$ cat config.mk
export PLATFORM = sky130hd
export DESIGN_NAME = display_scheduler
export DESIGN_NICKNAME = d
export VERILOG_FILES = /design/src/rtl/display_scheduler.sv
export SDC_FILE = /design/constraint.sdc
export NUM_CORES = 1
export LEC_CHECK = 0
export CORE_UTILIZATION = 42
export DETAILED_ROUTE_END_ITERATION = 6
export PLACE_DENSITY = 0.79
export REMOVE_ABC_BUFFERS = 1
export SLEW_MARGIN = 5
export SYNTH_ARGS = -nofsm -noshare
export SYNTH_HDL_FRONTEND = slang
export SYNTH_SLANG_ARGS = --single-unit
export TNS_END_PERCENT = 100
$ cat constraint.sdc
create_clock -name clk -period 2 [get_ports clk]
set_input_delay 0.5 -clock clk [delete_from_list [all_inputs] [get_ports clk]]
set_output_delay 0.5 -clock clk [all_outputs]
set_load 0.1 [all_outputs]
$ cat src/rtl/display_scheduler.sv
// Round-robin arbiter sharing one display path between four counter clients.
// Latency: request sampled at an IDLE edge -> ack/disp_ready/data registered the next cycle.
// Backpressure: clients hold req until acked; each grant then dwells delay*PRESCALE cycles.
module display_scheduler #(
    parameter int PRESCALE = 1000
) (
    input  logic        clk,
    input  logic        rst,
    input  logic        enable,
    input  logic [3:0]  req,
    input  logic [31:0] req_data,
    input  logic        reverse_order,
    input  logic [4:0]  delay,
    output logic [3:0]  ack,
    output logic        disp_ready,
    output logic [7:0]  disp_data,
    output logic [1:0]  client_number,
    output logic        busy
);

    // A one-cycle prescale period still needs a 1-bit counter that never leaves 0.
    localparam int PW = (PRESCALE > 1) ? $clog2(PRESCALE) : 1;
    localparam logic [PW-1:0] PS_LAST = PW'(PRESCALE - 1);

    typedef enum logic {
        IDLE  = 1'b0,
        DWELL = 1'b1
    } state_t;

    state_t          state;
    state_t          state_nxt;
    logic [1:0]      last_grant;
    logic [PW-1:0]   prescale_cnt;
    logic [4:0]      tick_cnt;
    logic [4:0]      dwell_len;

    logic [1:0]      winner;
    logic [1:0]      cand;
    logic            found;
    logic            grant;
    logic            tick;
    logic            dwell_done;

    // Search the three clients after (or before) the last winner, then the last winner itself.
    always_comb begin
        winner = last_grant;
        cand   = last_grant;
        found  = 1'b0;
        for (int k = 1; k <= 4; k++) begin
            cand = reverse_order ? (last_grant - 2'(k)) : (last_grant + 2'(k));
            if (!found && req[cand]) begin
                winner = cand;
                found  = 1'b1;
            end
        end
    end

    assign grant      = (state == IDLE) && enable && found;
    assign tick       = (state == DWELL) && (prescale_cnt == PS_LAST);
    assign dwell_done = tick && ((tick_cnt + 5'd1) == dwell_len);
    assign busy       = (state == DWELL);

    // State register; reset aborts any dwell in progress.
    always_ff @(posedge clk or negedge rst) begin
        if (!rst) begin
            state <= IDLE;
        end else begin
            state <= state_nxt;
        end
    end

    // Next state: grant moves to DWELL, the final tick of the dwell returns to IDLE.
    always_comb begin
        state_nxt = state;
        case (state)
            IDLE:    if (grant)      state_nxt = DWELL;
            DWELL:   if (dwell_done) state_nxt = IDLE;
            default: state_nxt = IDLE;
        endcase
    end

    // Grant outputs: data/client latched at the grant edge, ack/ready pulse for one cycle.
    always_ff @(posedge clk or negedge rst) begin
        if (!rst) begin
            ack           <= 4'b0000;
            disp_ready    <= 1'b0;
            disp_data     <= 8'h00;
            client_number <= 2'd0;
            last_grant    <= 2'd0;
            dwell_len     <= 5'd0;
        end else if (grant) begin
            ack           <= 4'b0001 << winner;
            disp_ready    <= 1'b1;
            disp_data     <= req_data[{winner, 3'b000} +: 8];
            client_number <= winner;
            last_grant    <= winner;
            dwell_len     <= (delay == 5'd0) ? 5'd1 : delay;
        end else begin
            ack        <= 4'b0000;
            disp_ready <= 1'b0;
        end
    end

    // Dwell timing: prescaler wraps into a tick, ticks count up to the latched dwell length.
    always_ff @(posedge clk or negedge rst) begin
        if (!rst) begin
            prescale_cnt <= '0;
            tick_cnt     <= 5'd0;
        end else if (grant) begin
            prescale_cnt <= '0;
            tick_cnt     <= 5'd0;
        end else if (state == DWELL) begin
            if (tick) begin
                prescale_cnt <= '0;
                tick_cnt     <= tick_cnt + 5'd1;
            end else begin
                prescale_cnt <= prescale_cnt + 1'b1;
            end
        end
    end

endmodule

# Word-level counts from Yosys, hierarchy flattened
# Cells that the tools add are included.
# totals
reg_bits,36
out_inout_bits,16
wordCells,69
# op_classes
add_sub_neg,8
n_lt_le_gt_ge,4
n_eq_ne,2
n_shift,2
muxes,30
bitwise_logic,1
n_reduce_logical,14
# op_table
op,n
$shiftx 32x6->8,1
$mux 10,3
$mux 5,4
$mux 2,7
$lt 2x3->1 const B,4
$add 10x1->10 const B,1
$eq 10x10->1 const B,1
$mux 1,10
$bmux 1 s2,4
$logic_and 1x1->1,7
$add 5x1->5 const B,1
$eq 5x5->1,1
$logic_not 5->1,1
$add 2x2->2 const B,2
$mux 4,1
$reduce_bool 2->1,2
$shl 1x2->4 const A,1
$sub 2x2->2 const B,2
$logic_not 1->1,3
$add 2x1->2 const B,1
$pmux 1 s2,1
$reduce_and 2->1,1
$sub 2x1->2 const B,1
$not 1->1,1

# Depth between registers and ports, before layout
# depth
depth_word,17
depth_mapped,9

# Least setup slack after synthesis
# Ideal clock, no wire load.
# synth_timing
kind,reg2reg
start,register last_grant[1]
end,register disp_data[0]
setup_time_ps,142
arrival_time_ps,2601
required_ps,1858
path_slack_ps,-743
path_stages_with_launch,10
cell_sequence,dfrtp_1 > buf_2 > mux4_2 > nand2_1 > or3_1 > buf_6 > and3_4 > buf_6 > o311ai_2 > mux2i_1
# synth_between
elab_chain_cells,15
word_cells_on_any_way,33
# synth_rtl
item,line_no,text
start: declaration,32,logic [1:0] last_grant;
start signal: assignment,96,last_grant <= winner;
$add 2x1->2 or $sub 2x1->2 (tied branches),50,cand = reverse_order ? (last_grant - 2'(k)) : (last_grant + 2'(k));
$mux 2,50,
$bmux 1 s2,51,if (!found && req[cand]) begin
$mux 1 (implied by the code),51,
$mux 1,51,
$logic_not 1->1,51,
$logic_and 1x1->1,51,
$mux 1,51,
$logic_not 1->1,51,
$logic_and 1x1->1,51,
$mux 1,51,
$logic_not 1->1,51,
$logic_and 1x1->1,51,
$mux 2 or $mux 1 (tied branches),51,
$shiftx 32x6->8 or $logic_and 1x1->1 (tied branches),"94, 58",
end signal: assignment,94,"disp_data <= req_data[{winner, 3'b000} +: 8];"
end: declaration,16,"output logic [7:0] disp_data,"
# Parallel ways exist; a longest one is shown, timed or not. The select of a mux whose other input is x is not followed.
# A chain may end at the register's enable or synchronous reset.

# Worst setup path after layout
# layout_timing
start,register last_grant[1]
end,register disp_data[4]
# Same word-level chain as after synthesis.

==> reports/metrics.csv <==
metric;value;unit
p_leak;1.57;nW
critical-path-slowest-cell;dfrtp_2;
cts-hold-fix-buffers;0;
ys_ff_latch;36;
routedWlPerCell;15.0;µm
hold_viol_final;0;
synthArstFlopShare;100;%
crit_chain;buf_6 > nand2b_1 > nor4b_1 > nor3_1 > o22ai_2 > nor2_2 > buf_6 > mux2i_1;
violations;setup timing;
cts_root_buf;clkbuf_8;
cp_max_fo;7;
core;5270;µm²
drive_above_1_share;29.5;%
max_slew_margin;69.6;%
rsz0062_at_grt;yes;
viasPerCell;5.41;
clock_sinks;36;
yosys.area.top_type;dfrtp_1;
drt_wl_total;6350;µm
io_buffer_count;60;
synthCells;253;
final_antenna_net_count;0;
layout.nets;400;
worst_path_most_repeated_cell;buf_6;
finalWorstSetupSlack;-0.000265;ns
num_antenna_cells;0;
avgSynthCellArea;9.34;µm²
yosysUniqueCellTypes;55;
setup_violations;1;
postLayoutCoreUtil;67.9;%
antenna_found_initial;0;
cts_max_path_buffers;2;
required;2.21;ns
gp_congestion;0.863;
min_path_type;primary input to asynchronous set/reset pin;
die_area;5930;µm²
die_w;77.0;µm
synth_edf_count;0;
num_rows;26;
area_delta_synth_final;51.4;%
ir_worst_vdd;557;µV
netlist_top_cells_area;dfrtp_1 (38%), mux2i_1 (7.6%), o311ai_2 (5.5%);
grt_max_degree;37;
drv_slew;0;
p_total;3.23;mW
dp_hpwl;4390;µm
ios;61;
cts_tree;done;
drt_pass1_iterations;4;
grt_overflow;0;
grt_pass1_wl;10700;µm
grt_usage;22.5;%
cts_max_level;2;
ys_seq_area_share;38.1;%
ys.flop_type;dfrtp_1;
ys_warn_count;0;
start_util;44.8;%
dpl_cell_area;3280;µm²
drtIter0Drc;109;
netlist_area;2360;µm²
critPathLaunchType;register;
yosysMostFrequentCell;dfrtp_1;
stdcell_count;423;
cts.clk_slew.worst_paths;0.07;ns
max_stage_delay;0.49;ns
fmax;0.500;GHz
yosysTopAreaCellShare;38.1;%
period_minus_slack;2.00;ns
tns;-0.000265;ns
vias;2288;
cts_made_buffers;5;
grt_pass1_vias;2277;
powerDensity;901;nW/µm²
cp-end-kind;register;
crit_arrival;2.21;ns
synth_commonest_cells;dfrtp_1 (36), nand2_1 (31), nor2_1 (23), mux2i_1 (18), nand2b_1 (13);
design_area;3580;µm²
drcViolationCount;0;
status;complete, but fails checks;
critPathKind;register to register;
fin_crit_sh;100;%
insertion_delay;0.29;ns
finalClockSkew;0.00483;ns
place_inst;403;
worst_pin_slew;0.456;ns
die_height;77.0;µm
drv_cap;0;
cell families (layout without fill, tap and decap cells):
kind of cell / after synthesis / after routing / synth area share (%)
adders and majority gates: 2 / 2 / 1.06
muxes: 20 / 20 / 9.05
xor gates and xnor gates: 16 / 16 / 6.25
DFF: 36 / 36 / 38.1
and+or+nand+nor: 112 / 115 / 24.7
buffers and inverters: 23 / 120 / 5.19
AOI/OAI and AO/OA: 44 / 44 / 15.7
per-layer routing:
metal  GRT usage, %  wire length [µm]
met5              0                 0
met4           6.98                78
met3           4.05               293
met2           38.6              3170
met1           28.5              2800
worst paths after layout:
path	from	endpoint	slack, ns	cells past startpoint
min in group clk	dwell_len[3]	dwell_len[3]	0.50	2
worst max-delay path	last_grant[1]	disp_data[4]	-0.0003	8
worst max register to register	last_grant[1]	disp_data[4]	-0.0003	8
worst min register to register	dwell_len[3]	dwell_len[3]	0.50	2
worst min-delay path	rst	prescale_cnt[6]	0.23	2
max in group asynchronous	rst	last_grant[0]	1.41	2
critical path: cells and delay by family, from the launching register on:
family                 cells  cell delay [ns]
AOI/OAI and AO/OA          1             0.17
buffers and inverters      2             0.31
DFF                        1             0.49
muxes                      1             0.18
and+or+nand+nor            4             0.77
layout make-up:
cell class	instances	area (µm²)
Clock buffer	6	72.6
Clock inverter	1	5.00
Fill cell	419	1690
Inverter	4	15.0
Multi-Input combinational cell	197	1440
Sequential cell	36	903
Tap cell	70	87.6
Timing Repair Buffer	109	1050
sequential cells by signal, summed over array words and instances (netlist names):
| signal | flops |
|---|---|
| prescale_cnt | 10 |
| disp_data | 8 |
| dwell_len | 5 |
| tick_cnt | 5 |
| ack | 4 |
| last_grant | 2 |
| busy | 1 |
| disp_ready | 1 |
cell usage in the layout, fill, tap and decap left out, types with 4 or more instances in the layout:
cell type        count
a21oi_1             10
buf_6               10
nand4_1             11
xor2_1               7
buf_12               8
o21ai_0              4
dlygate4sd2_1        4
nand2b_1            12
clkdlybuf4s50_1     38
xnor2_1              8
mux2i_1             18
and3_4               4
nand2_1             28
nor2_1              23
clkbuf_8             5
dfrtp_1             34
o311ai_2             9
buf_4               46
power breakdown:
part	leakage [nW]	internal (mW)	total, mW	switching (mW)
Clock	0.0410	0.237	0.494	0.257
Sequential	0.446	0.879	1.04	0.162
Combinational	1.08	0.745	1.69	0.946
Total	1.57	1.86	3.23	1.36
through the flow:
stage          setup slack, ns  hold WS [ns]
2_1_floorplan           -0.921         0.204
3_3_place_gp            -0.511         0.481
3_5_place_dp            -0.568         0.485
4_1_cts                0.00578         0.256
5_1_grt                -0.0687         0.279
6_report             -0.000265         0.232
what timing repair did:
item	CTS	global route
cloned	4	0
resized for setup	22	17
buffers inserted	7	2
setup endpoints to repair	33	14
pin swaps	4	3
Note: power is estimated with default switching activity, not from simulation.
==> RTL change, RTL diff (config.mk and constraints unchanged) <==
Reset style: synchronous (`rst`), changed in 3 clocked blocks.
--- a/src/rtl/display_scheduler.sv
+++ b/src/rtl/display_scheduler.sv
@@ -61,7 +61,7 @@
     assign busy       = (state == DWELL);
 
     // State register; reset aborts any dwell in progress.
-    always_ff @(posedge clk or negedge rst) begin
+    always_ff @(posedge clk) begin
         if (!rst) begin
             state <= IDLE;
         end else begin
@@ -80,7 +80,7 @@
     end
 
     // Grant outputs: data/client latched at the grant edge, ack/ready pulse for one cycle.
-    always_ff @(posedge clk or negedge rst) begin
+    always_ff @(posedge clk) begin
         if (!rst) begin
             ack           <= 4'b0000;
             disp_ready    <= 1'b0;
@@ -102,7 +102,7 @@
     end
 
     // Dwell timing: prescaler wraps into a tick, ticks count up to the latched dwell length.
-    always_ff @(posedge clk or negedge rst) begin
+    always_ff @(posedge clk) begin
         if (!rst) begin
             prescale_cnt <= '0;
             tick_cnt     <= 5'd0;
Function: differs if rst is asserted again (counterexample within 4 cycles, from zero or initial values and one cycle with rst low); with rst held inactive, the same outputs for 10 cycles.
==> RTL change against the unedited design <==
The flow still finishes with violations (negative setup slack). Sequential cell count stayed put. Routed wire length is 6.9% lower. Combinational power is 20% lower. Setup slack worse by 190 ps. Power is 18% lower. Cell area is 7.0% lower. Area after synthesis is 11% lower. Count of clock-buffer cells in the layout stayed put. Critical path type unchanged.
==> RTL change: results (changes against the unedited design) <==
| Metric | Value |
|---|---|
| Outcome | finished with violations |
| Failing checks | negative setup slack |
| Most frequent cells after synthesis | dfxtp_1, nand2_1, nor2_1, nand3_1, mux2i_1 |
| Final setup viols | 11 (+10) |
| Yosys Warn Count | 0 (unchanged) |
| Hold Crit Class | reg -> reg |
| Crit-path max cell delay | 570 ps (+80 ps) |
| Worst Tran Pin Value | 464 ps (+7.57 ps) |
| P_leak | 1.32 nW (-16%) |
| Largest regs | prescale_cnt (10), disp_data (8) |
| DR pass1 iterations | 4 (unchanged) |
| WP data arrival | 2360 ps (+150 ps) |
| Count leader, synth | dfxtp_1 |
| Top cells by area, synth | dfxtp_1, mux2i_1, o211ai_2 |
| All-layer global routing usage | 22.0% (-0.49 points) |
| CP max-delay cell | mux4_2 |
| Initial antenna violation count | 0 (unchanged) |
| Routed vias/inst | 5.33 (-1.4%) |
| Yosys cell types | 48 (-13%) |
| Final worst setup slack | -191 ps (-190 ps) |
| I/O Buffers | 60 (unchanged) |
| Clk pin slew, worst setup/hold paths | 70 ps (about the same) |
| Worst Skew | 5.39 ps (+0.558 ps) |
| H-tree levels | 2 (unchanged) |
| CTS Buffer Depth | 2 (unchanged) |
| Non-filler cells, final | 392 (-7.3%) |
| Post-DP Area | 0.00298 sq mm (-9.1%) |
| CTS Buf Count | 5 (unchanged) |
| Global-route wire length before repair | 9.14 mm (-15%) |
| ANT cells | 0 (unchanged) |
| Share of layout cells above drive strength 1 | 32.9% (+3.5 points) |
| Register area share after synthesis | 34.2% (-3.9 points) |
| Placed cells | 373 (-7.4%) |
| Syn Inst Count | 230 (-9.1%) |
| Peak VDD IR | 0.413 mV (-26%) |
| CP top delay family | multiplexers |
| Worst Path Max Fanout | 5 (-2) |
| Largest net degree at the start of global routing | 12 (-68%) |
| Vias in the first global route | 2,073 (-9.0%) |
| Routed wire per std cell | 15.1 microns (+0.45%) |
| Gpl congestion | 0.905 (+4.9%) |
| Post-DP HPWL | 3.87 mm (-12%) |
| Clk_lat worst skew | between 200 and 300 ps |
| Initial DRC Count | 108 (-0.92%) |
| Post-synthesis async set-or-reset flop share | 0% (-100 points) |
| CTS root buffer | clkbuf_8 |
-- RTL change: path summary, 6_finish.rpt --
check                     start            to  slack (ps)  cells after the start
setup / recovery  last_grant[1]  disp_data[4]        -190                      7
hold reg to reg    disp_data[1]  disp_data[1]         490                      2
setup reg to reg  last_grant[1]  disp_data[4]        -190                      7
hold / removal     disp_data[1]  disp_data[1]         490                      2
-- RTL change: worst register-to-register path, stage by stage (launching register included) --
cell and delay [ps]:
dfxtp_4 360, xor2_2 200, mux4_2 570, or2_4 260, o221ai_4 240, clkbuf_16 200
a211o_1 140, o211ai_2 90
-- RTL change: final cells by class --
cell class                 count  area [sq um]
clock buffer                   6          72.6
clock inverter                 1          5.00
fill                         351          1460
inverter                       1          3.75
multi-input combinational    180          1450
sequential                    36           726
tap                           67          83.8
timing repair buffer         101           986
-- RTL change: what timing repair did --
item / 4_1_cts / 5_1_grt
buffers inserted: 6 / 4
setup endpoints to repair: 23 / 14
pin swaps: 20 / 4
cloned: 2 / 0
resized for setup: 32 / 27
hold buffers: 0 / 0
-- RTL change: logic make-up (layout without fill, tap and decap cells) --
family / Yosys count / in the layout / share of synthesized area, %
adders and majority gates: 2 / 2 / 1.19
AOI/OAI and AO/OA: 45 / 45 / 18.4
and+or+nand+nor: 94 / 95 / 23.8
xor gates and xnor gates: 20 / 20 / 8.32
DFF: 36 / 36 / 34.2
buffers and inverters: 15 / 109 / 4.04
muxes: 18 / 18 / 9.99
-- RTL change: where the power goes --
part,leakage [nW],internal (mW),switching (mW)
Sequential,0.294,0.773,0.0421
Clock,0.0410,0.237,0.250
Combinational,0.987,0.598,0.761
Total,1.32,1.61,1.05
-- RTL change: stage by stage --
stage / setup WS (ps) / setup TNS, ps / util, %
detailed placement: -916 / -17860 / 62.3
finish: -191 / -1270 / 69.5
CTS: -152 / -1460 / 67.4
global placement: -809 / -16070 / 62.3
global route: -248 / -2150 / 69.5
floorplan: -1040 / -21620 / -
-- RTL change: routing by layer --
layer / GRT usage [%] / share of wire, %
met1: 25.7 / 41
met2: 39.8 / 53
met3: 4.83 / 4.8
met4: 6.97 / 2.1
met5: 0 / 0
